### src/rtl/seq_alu.sv
// Multi-cycle ALU: single-cycle logic/arith/shift ops plus iterative
// shift-add multiply and restoring divide, under a start/busy/done handshake.
//
// state | meaning
// IDLE  | waiting for start; single-cycle ops complete here
// RUN   | one MUL/DIV iteration per cycle until count hits zero
module seq_alu #(
  parameter int WIDTH = 16,
  parameter int SHW   = $clog2(WIDTH)
) (
  input  logic             clk,
  input  logic             reset,
  input  logic             start,
  input  logic [3:0]       aluop,
  input  logic [WIDTH-1:0] valA,
  input  logic [WIDTH-1:0] valB,
  output logic             busy,
  output logic             done,
  output logic [WIDTH-1:0] result,
  output logic [3:0]       cc
);

  localparam logic [3:0] OP_ADD  = 4'b0001;
  localparam logic [3:0] OP_SUB  = 4'b0010;
  localparam logic [3:0] OP_DIV  = 4'b0011;
  localparam logic [3:0] OP_SHL  = 4'b0101;
  localparam logic [3:0] OP_SHAR = 4'b0110;
  localparam logic [3:0] OP_SHLR = 4'b0111;
  localparam logic [3:0] OP_RL   = 4'b1000;
  localparam logic [3:0] OP_RR   = 4'b1001;
  localparam logic [3:0] OP_AND  = 4'b1011;
  localparam logic [3:0] OP_OR   = 4'b1100;
  localparam logic [3:0] OP_XOR  = 4'b1101;
  localparam logic [3:0] OP_NOT  = 4'b1110;
  localparam logic [3:0] OP_MUL  = 4'b1111;

  typedef enum logic {IDLE, RUN} state_t;

  state_t             state, state_next;
  logic [SHW:0]       count;
  logic [2*WIDTH-1:0] acc;
  logic [WIDTH-1:0]   opd;
  logic               op_mul;

  logic               accept_single, load, finish, is_iter;

  logic [SHW-1:0]     amt;
  logic [SHW:0]       amt_inv;
  logic [WIDTH:0]     add_full, sub_full;
  logic [WIDTH-1:0]   s_res;
  logic               s_c, s_v;

  logic [WIDTH:0]     mul_sum;
  logic [WIDTH:0]     div_shift, div_diff;
  logic [2*WIDTH-1:0] mul_next, div_next, iter_next;
  logic               iter_cv;

  // Single-cycle datapath, evaluated straight from the operand inputs.
  always_comb begin
    amt      = valB[SHW-1:0];
    amt_inv  = (SHW+1)'(WIDTH) - {1'b0, amt};
    add_full = {1'b0, valA} + {1'b0, valB};
    sub_full = {1'b0, valA} - {1'b0, valB};
    s_res    = '0;
    s_c      = 1'b0;
    s_v      = 1'b0;
    case (aluop)
      OP_ADD: begin
        s_res = add_full[WIDTH-1:0];
        s_c   = add_full[WIDTH];
        s_v   = (valA[WIDTH-1] == valB[WIDTH-1]) && (add_full[WIDTH-1] != valA[WIDTH-1]);
      end
      OP_SUB: begin
        s_res = sub_full[WIDTH-1:0];
        s_c   = sub_full[WIDTH];
        s_v   = (valA[WIDTH-1] != valB[WIDTH-1]) && (sub_full[WIDTH-1] != valA[WIDTH-1]);
      end
      OP_DIV: begin
        s_res = '1;
        s_v   = 1'b1;
      end
      OP_SHL:  s_res = valA << amt;
      OP_SHAR: s_res = $signed(valA) >>> amt;
      OP_SHLR: s_res = valA >> amt;
      OP_RL:   s_res = (valA << amt) | (valA >> amt_inv);
      OP_RR:   s_res = (valA >> amt) | (valA << amt_inv);
      OP_AND:  s_res = valA & valB;
      OP_OR:   s_res = valA | valB;
      OP_XOR:  s_res = valA ^ valB;
      OP_NOT:  s_res = ~valB;
      default: s_res = '0;
    endcase
  end

  // One iteration step; acc holds {high, low} for MUL and {rem, quo} for DIV.
  always_comb begin
    mul_sum   = {1'b0, acc[2*WIDTH-1:WIDTH]} + (acc[0] ? {1'b0, opd} : '0);
    mul_next  = {mul_sum, acc[WIDTH-1:1]};
    div_shift = acc[2*WIDTH-1:WIDTH-1];
    div_diff  = div_shift - {1'b0, opd};
    div_next  = div_diff[WIDTH] ? {acc[2*WIDTH-2:0], 1'b0}
                                : {div_diff[WIDTH-1:0], acc[WIDTH-2:0], 1'b1};
    iter_next = op_mul ? mul_next : div_next;
    iter_cv   = op_mul && (|iter_next[2*WIDTH-1:WIDTH]);
  end

  always_ff @(posedge clk) begin
    if (reset) state <= IDLE;
    else       state <= state_next;
  end

  always_comb begin
    state_next    = state;
    accept_single = 1'b0;
    load          = 1'b0;
    finish        = 1'b0;
    busy          = 1'b0;
    is_iter       = (aluop == OP_MUL) || ((aluop == OP_DIV) && (valB != '0));
    case (state)
      IDLE: begin
        if (start) begin
          if (is_iter) begin
            load       = 1'b1;
            state_next = RUN;
          end else begin
            accept_single = 1'b1;
          end
        end
      end
      RUN: begin
        busy = 1'b1;
        if (count == (SHW+1)'(1)) begin
          finish     = 1'b1;
          state_next = IDLE;
        end
      end
      default: state_next = IDLE;
    endcase
  end

  always_ff @(posedge clk) begin
    if (reset) begin
      done   <= 1'b0;
      result <= '0;
      cc     <= 4'b0000;
      count  <= '0;
      acc    <= '0;
      opd    <= '0;
      op_mul <= 1'b0;
    end else begin
      done <= 1'b0;
      if (accept_single) begin
        result <= s_res;
        cc     <= {s_res[WIDTH-1], s_res == '0, s_c, s_v};
        done   <= 1'b1;
      end
      if (load) begin
        op_mul <= (aluop == OP_MUL);
        acc    <= {{WIDTH{1'b0}}, (aluop == OP_MUL) ? valB : valA};
        opd    <= (aluop == OP_MUL) ? valA : valB;
        count  <= (SHW+1)'(WIDTH);
      end
      if (state == RUN) begin
        acc   <= iter_next;
        count <= count - 1'b1;
        if (finish) begin
          result <= iter_next[WIDTH-1:0];
          cc     <= {iter_next[WIDTH-1], iter_next[WIDTH-1:0] == '0, iter_cv, iter_cv};
          done   <= 1'b1;
        end
      end
    end
  end

endmodule

### config.mk
export PLATFORM = sky130hd
export DESIGN_NAME = seq_alu
export DESIGN_NICKNAME = d
export VERILOG_FILES = /design/src/rtl/seq_alu.sv
export SDC_FILE = /design/constraint.sdc
export NUM_CORES = 1
export LEC_CHECK = 0
export ABC_AREA = 1
export CORE_MARGIN = 2
export CORE_UTILIZATION = 60
export CTS_BUF_LIST = sky130_fd_sc_hd__clkbuf_8
export DETAILED_ROUTE_END_ITERATION = 12
export PLACE_DENSITY = 0.87
export SYNTH_ARGS = -nofsm -noshare
export SYNTH_HDL_FRONTEND = slang
export SYNTH_SLANG_ARGS = --single-unit
### constraint.sdc
create_clock -name clk -period 7.8 [get_ports clk]
set_clock_uncertainty 0.1 [all_clocks]
set_input_delay 2.34 -clock clk [delete_from_list [all_inputs] [get_ports clk]]
set_output_delay 2.34 -clock clk [all_outputs]
set_load 0.05 [all_outputs]
Word level (Yosys, flattened, before mapping)
Cells that the tools add are included.

word-level totals
  bits in registers = 76
  output and inout port bits = 22
  word-level logic and storage cells = 86
  input port bits = 39

operators by class
  reductions and logical operators = 10
  shifts and indexed selects = 5
  bitwise logic cells = 7
  add/subtract/negate cells = 6
  equality and inequality tests = 18
  muxes and demuxes = 32

operators with widths
  cell                                                                   number
  16-bit case mux with 12 select lines                                   1
  32-bit two-way mux                                                     4
  16-bit two-way mux                                                     6
  16-bit bitwise OR                                                      3
  16-bit by 16-bit adder with 17-bit output                              2
  16-bit logical NOT                                                     2
  4-bit equality test, second input constant                             7
  16-bit by 16-bit subtractor with 17-bit output                         1
  17-bit by 16-bit subtractor with 17-bit output                         1
  16-bit AND                                                             1
  16-bit inverter                                                        1
  16-bit nonzero test                                                    1
  16-bit OR reduction                                                    1
  16-bit by 4-bit left shift with 16-bit output                          1
  16-bit by 5-bit left shift with 16-bit output                          1
  16-bit by 4-bit >> shifter with 16-bit output                          1
  16-bit by 5-bit >> shifter with 16-bit output                          1
  16-bit by 4-bit >>> shifter with 16-bit output                         1
  16-bit XOR                                                             1
  1-bit two-way mux                                                      13
  4-bit by 3-bit equality test with 1-bit output, second input constant  3
  4-bit two-way mux                                                      3
  5-bit two-way mux                                                      2
  4-bit by 2-bit equality test with 1-bit output, second input constant  2
  12 further kinds                                                       18

Longest topological paths before layout
  depth after elaboration = 9
  depth in mapped cells = 24
  gate-level depth less buffers = 24

Worst setup path before layout
OpenSTA, ideal clock, no wires.

  kind = input to register
  start point = input port valB[2]
  end point = register cc[2]
  required time = 7634 ps
  stages = 23
  path buffers = 4
  path slack = 3029 ps
  library setup time = 66 ps
  arrival = 4605 ps
  cell sequence = buf_2 inv_2 buf_2 buf_2 ha_1 buf_2 inv_1 nand2_1 nand2_1 inv_1 nand2_1 nand2_1 nand2_1 nand3_1 nand2_1 inv_1 nor2_1 nor2_1 nor2_1 nand3_1 nor2_1 nand3_1 a21oi_2

on the way
  cells in the longest elaborated chain, start to end = 9
  elaborated cells on any way between the ends = 25
  classes of those cells = 3 x add/sub; 5 x shift; 7 x mux; 6 x bitwise; 4 x reduce/logical

RTL lines
  item                                                                                 RTL line  text
  from (decl)                                                                          16        input logic [WIDTH-1:0] valB,
  branches (longest 6 deep; another with 5-bit by 4-bit subtractor with 5-bit output)  n/a
  4-bit two-way mux *                                                                  152       if (accept_single) begin
  4-bit two-way mux                                                                    166       if (finish) begin
  4-bit two-way mux *                                                                  163       if (state == RUN) begin
  to (signal assigned)                                                                 154       cc <= {s_res[WIDTH-1], s_res == '0, s_c, s_v};
  to (signal assigned)                                                                 168       cc <= {iter_next[WIDTH-1], iter_next[WIDTH-1:0] == '0, iter_cv, iter_cv};
  to (decl)                                                                            20        output logic [3:0] cc

Every way passes the cells marked *.
A chain may end at the register's enable or synchronous reset.

Worst setup path in the final report
  start point = input port valB[0]
  end point = register cc[2]

Same word-level chain as after synthesis.

==> metrics.cfg <==
[run_status]
outcome = finished, final reports clean

[clock_network]
cts_resized = 0
cts_setup_buffers = 0
clk_pin_slew_worst_paths_ps = 90
cts_tree = built
htreeDepth = 3
root_buffer = clkbuf_8
clk_latency_ps = 380
ctsHoldBuffers = 0
cts_buffers = 9
cts.sinks = 76
clk_path_buf_depth = 2

[floorplanning]
fp.dieArea_sq_mm = 0.0205
die_w_um = 143
initial_utilization = 0.616
io_pins = 61
rows = 50
coreArea_sq_mm = 0.0189
die_y_um = 143

[sta]
finalCriticalPeriod_ps = 6190
worstMarginPinSlew_ps = 1170
finalMaxSlewViolations = 0
setup_viol_count_final = 0
grt_setup_unrepaired = false
hold_viol = 0
hold-worst-slack_ps = 376
tns_ps = 0
period_share = 0.794
slew-limit-headroom = 0.221
fin_ws_ps = 1610
max_freq_mhz = 161

[synthesis]
synth_flop_cell = dfxtp_1
yosys.cell_count.top_type = nand2_1
synth_top_family_by_area = simple AND/OR/NAND/NOR gates
synth_warnings = 0
synth_top_cells_by_count = nand2_1, nand3_1, inv_1
ys_ff_latch = 76
synth.mux.area_fraction = 0.00172
synth_simple_gate_area_frac = 0.460
synth-edff-count = 0
yosysSeqAreaShare = 0.131
async_reset_ff_frac = 0
syn_nets = 2272
syn_inst = 2142
synth.top_cell.area_share = 0.203
synthTopCellsByArea = nand2_1, dfxtp_1, nand3_1, ha_1, a21oi_1
synth_xor_area_frac = 0.00602
synthAdderAreaFrac = 0.100
avgSynthCellArea_sq_um = 5.44
yosysTopAreaCell = nand2_1
synth_area_sq_mm = 0.0116
yosys.cell_types.count = 49
synth_compound_area_frac = 0.184

[finish]
final.fill_count = 1867
seq_area_sq_mm = 0.00152
drive_above_1_share = 0.0515
synthToLayoutAreaGrowth_pct = 6.89
multi_input_area_sq_mm = 0.00878
final_nets = 2262

[placed_design]
hpwl_um = 38000
routabilityCongestion = 1.11
io_buffers = 60
pre_cts_slack_ps = 1430

[drt]
drc = 0
wl_um = 49700
vias = 15263
first_pass_iters = 7
wl_per_cell_um = 20.7
viasPerCell = 6.36
ant_nets = 0
drtIter0Drc = 2460

[critical_path]
required_ps = 8010
slowest_delay_ps = 780
crit_buf_inv = 5
start_kind = input pin
cp-end-kind = register
r2r-start = acc[0]$_SDFFE_PP0P_
crit_path_frequent_cell = nand2_1
critPathArrivalTime_ps = 6410
path_delay_family = buffers and inverters
startpoint = valB[0]
path_cells = clkdlybuf4s50_1, buf_4, inv_2, ha_1, buf_4, inv_1, nand3_1, o21ai_1, o21ai_0, nand2_1, nand3_1, nand2_1, nand2_1, nor3_1, nand2_1, nor2_1, nand3_1, a21oi_2
cp_slowest_cell = inv_1
crit_type = in2reg
cp_max_fo = 33

[power]
p_switching_mw = 0.950
sequentialPowerShare = 0.235
swShare = 0.515
p_per_area_mw_per_mm2 = 148
internal_power_mw = 0.896
ir_drop_v = 0.0000906
p_leak_nw = 6.33
clockPowerShare = 0.172
pwr-share-comb = 0.593

[min_path]
hold_path.startpoint = acc[3]$_SDFFE_PP0P_
holdCritPathClass = reg2reg

[flow_run]
maxCapViolCount = 0

[global_routing]
grt_pass1_vias = 13410
grt_antenna_before_repair = 3
grt_overflow_total = 0
grt_max_degree = 56
grt_pass1_wl_um = 74900
grt_usage = 0.471

## cell usage in the layout (no fill, tap or decap), drive strengths merged, types with 3 or more instances in the layout
| cell | instances |
|---|---|
| a31oi | 14 |
| and2 | 6 |
| buf | 18 |
| fa | 4 |
| o21bai | 4 |
| dfxtp | 76 |
| or2 | 15 |
| ha | 87 |
| o21ai | 144 |
| a22oi | 3 |
| o211ai | 25 |
| a21o | 5 |
| nand2 | 657 |
| nand3 | 301 |
| inv | 237 |
| a21oi | 173 |
| nand3b | 12 |
| o22ai | 9 |
| nor3 | 23 |
| nand4 | 25 |
| clkinv | 5 |
| o21a | 4 |
| nor2 | 193 |
| o221ai | 4 |
| clkdlybuf4s50 | 59 |
| xnor2 | 4 |
| xor2 | 4 |
| nor4 | 6 |
| clkbuf | 10 |
## registers in the layout (all words and copies together), names as in the netlist
register / count
count: 5
acc: 32
result: 16
opd: 16
op_mul: 1
state: 1
done: 1
cc: 4
## power groups by stage
stage / registers [mW] / logic, mW / clock network (mW)
after detailed placement: 0.441 / 1.04 / 0
after global routing: 0.435 / 1.18 / 0.329
after global placement: 0.440 / 1.02 / 0
final: 0.434 / 1.10 / 0.317
after CTS: 0.432 / 1.05 / 0.313
after floorplan: 0.466 / 0.733 / 0
## logic make-up (layout without fill, tap and decap cells)
| family | after synthesis | count (layout) |
|---|---|---|
| and+or+nand+nor | 1238 | 1238 |
| adders and majority gates | 91 | 91 |
| buffers and inverters | 335 | 330 |
| other | 0 | 1 |
| DFF | 76 | 76 |
| xor gates and xnor gates | 8 | 8 |
| AOI/OAI and AO/OA | 392 | 392 |
| muxes | 2 | 2 |
## final timing paths
| check | endpoint | slack [ps] | depth (start not counted) |
|---|---|---|---|
| worst max register to register | cc[1]$_SDFF_PP0_ | 3950 | 21 |
| worst max-delay path | cc[2]$_SDFF_PP0_ | 1610 | 18 |
| worst min-delay path | acc[3]$_SDFFE_PP0P_ | 380 | 2 |
| worst min register to register | acc[3]$_SDFFE_PP0P_ | 380 | 2 |
## per-layer routing
metal	share of wire	wire, um	global-route usage
met1	0.37	18600	0.603
met2	0.41	20500	0.718
met3	0.14	7080	0.128
met4	0.072	3560	0.259
met5	0	0	0
## through the flow
stage | util | power, mW | std cells | instance area, sq um
final | 0.659 | 1.85 | 2398 | 12400
after global placement | 0.648 | 1.46 | 2381 | 12200
after global routing | 0.659 | 1.95 | 2397 | 12400
after detailed placement | 0.648 | 1.48 | 2381 | 12200
after floorplan | - | 1.20 | 2142 | 11600
after CTS | 0.659 | 1.79 | 2397 | 12400
## final cells by class
cell class                 count  share of cell area
sequential                    76               0.122
clock buffer                  10              0.0111
tap                          260              0.0261
multi-input combinational   1731               0.706
antenna                        1            0.000201
timing repair buffer          77              0.0581
inverter                     237              0.0715
clock inverter                 6             0.00523
## worst reg2reg max path, stage by stage (launching register included)
cell     delay (ps)
dfxtp_1         880
nand2_1         130
inv_1            80
ha_1            180
inv_1            80
fa_1            380
inv_1           120
nand3_1          90
nand2_1         110
a21oi_1         100
o21ai_0         490
nand3_1         190
nand2_1         110
nand2_1          50
nand3_1          60
nand2_1          80
nor2_1          110
nand2_1          70
nor2_1           90
nand2_1          80
nand2_1         100
nand2_1          60
(Power assumes the default switching activity.)
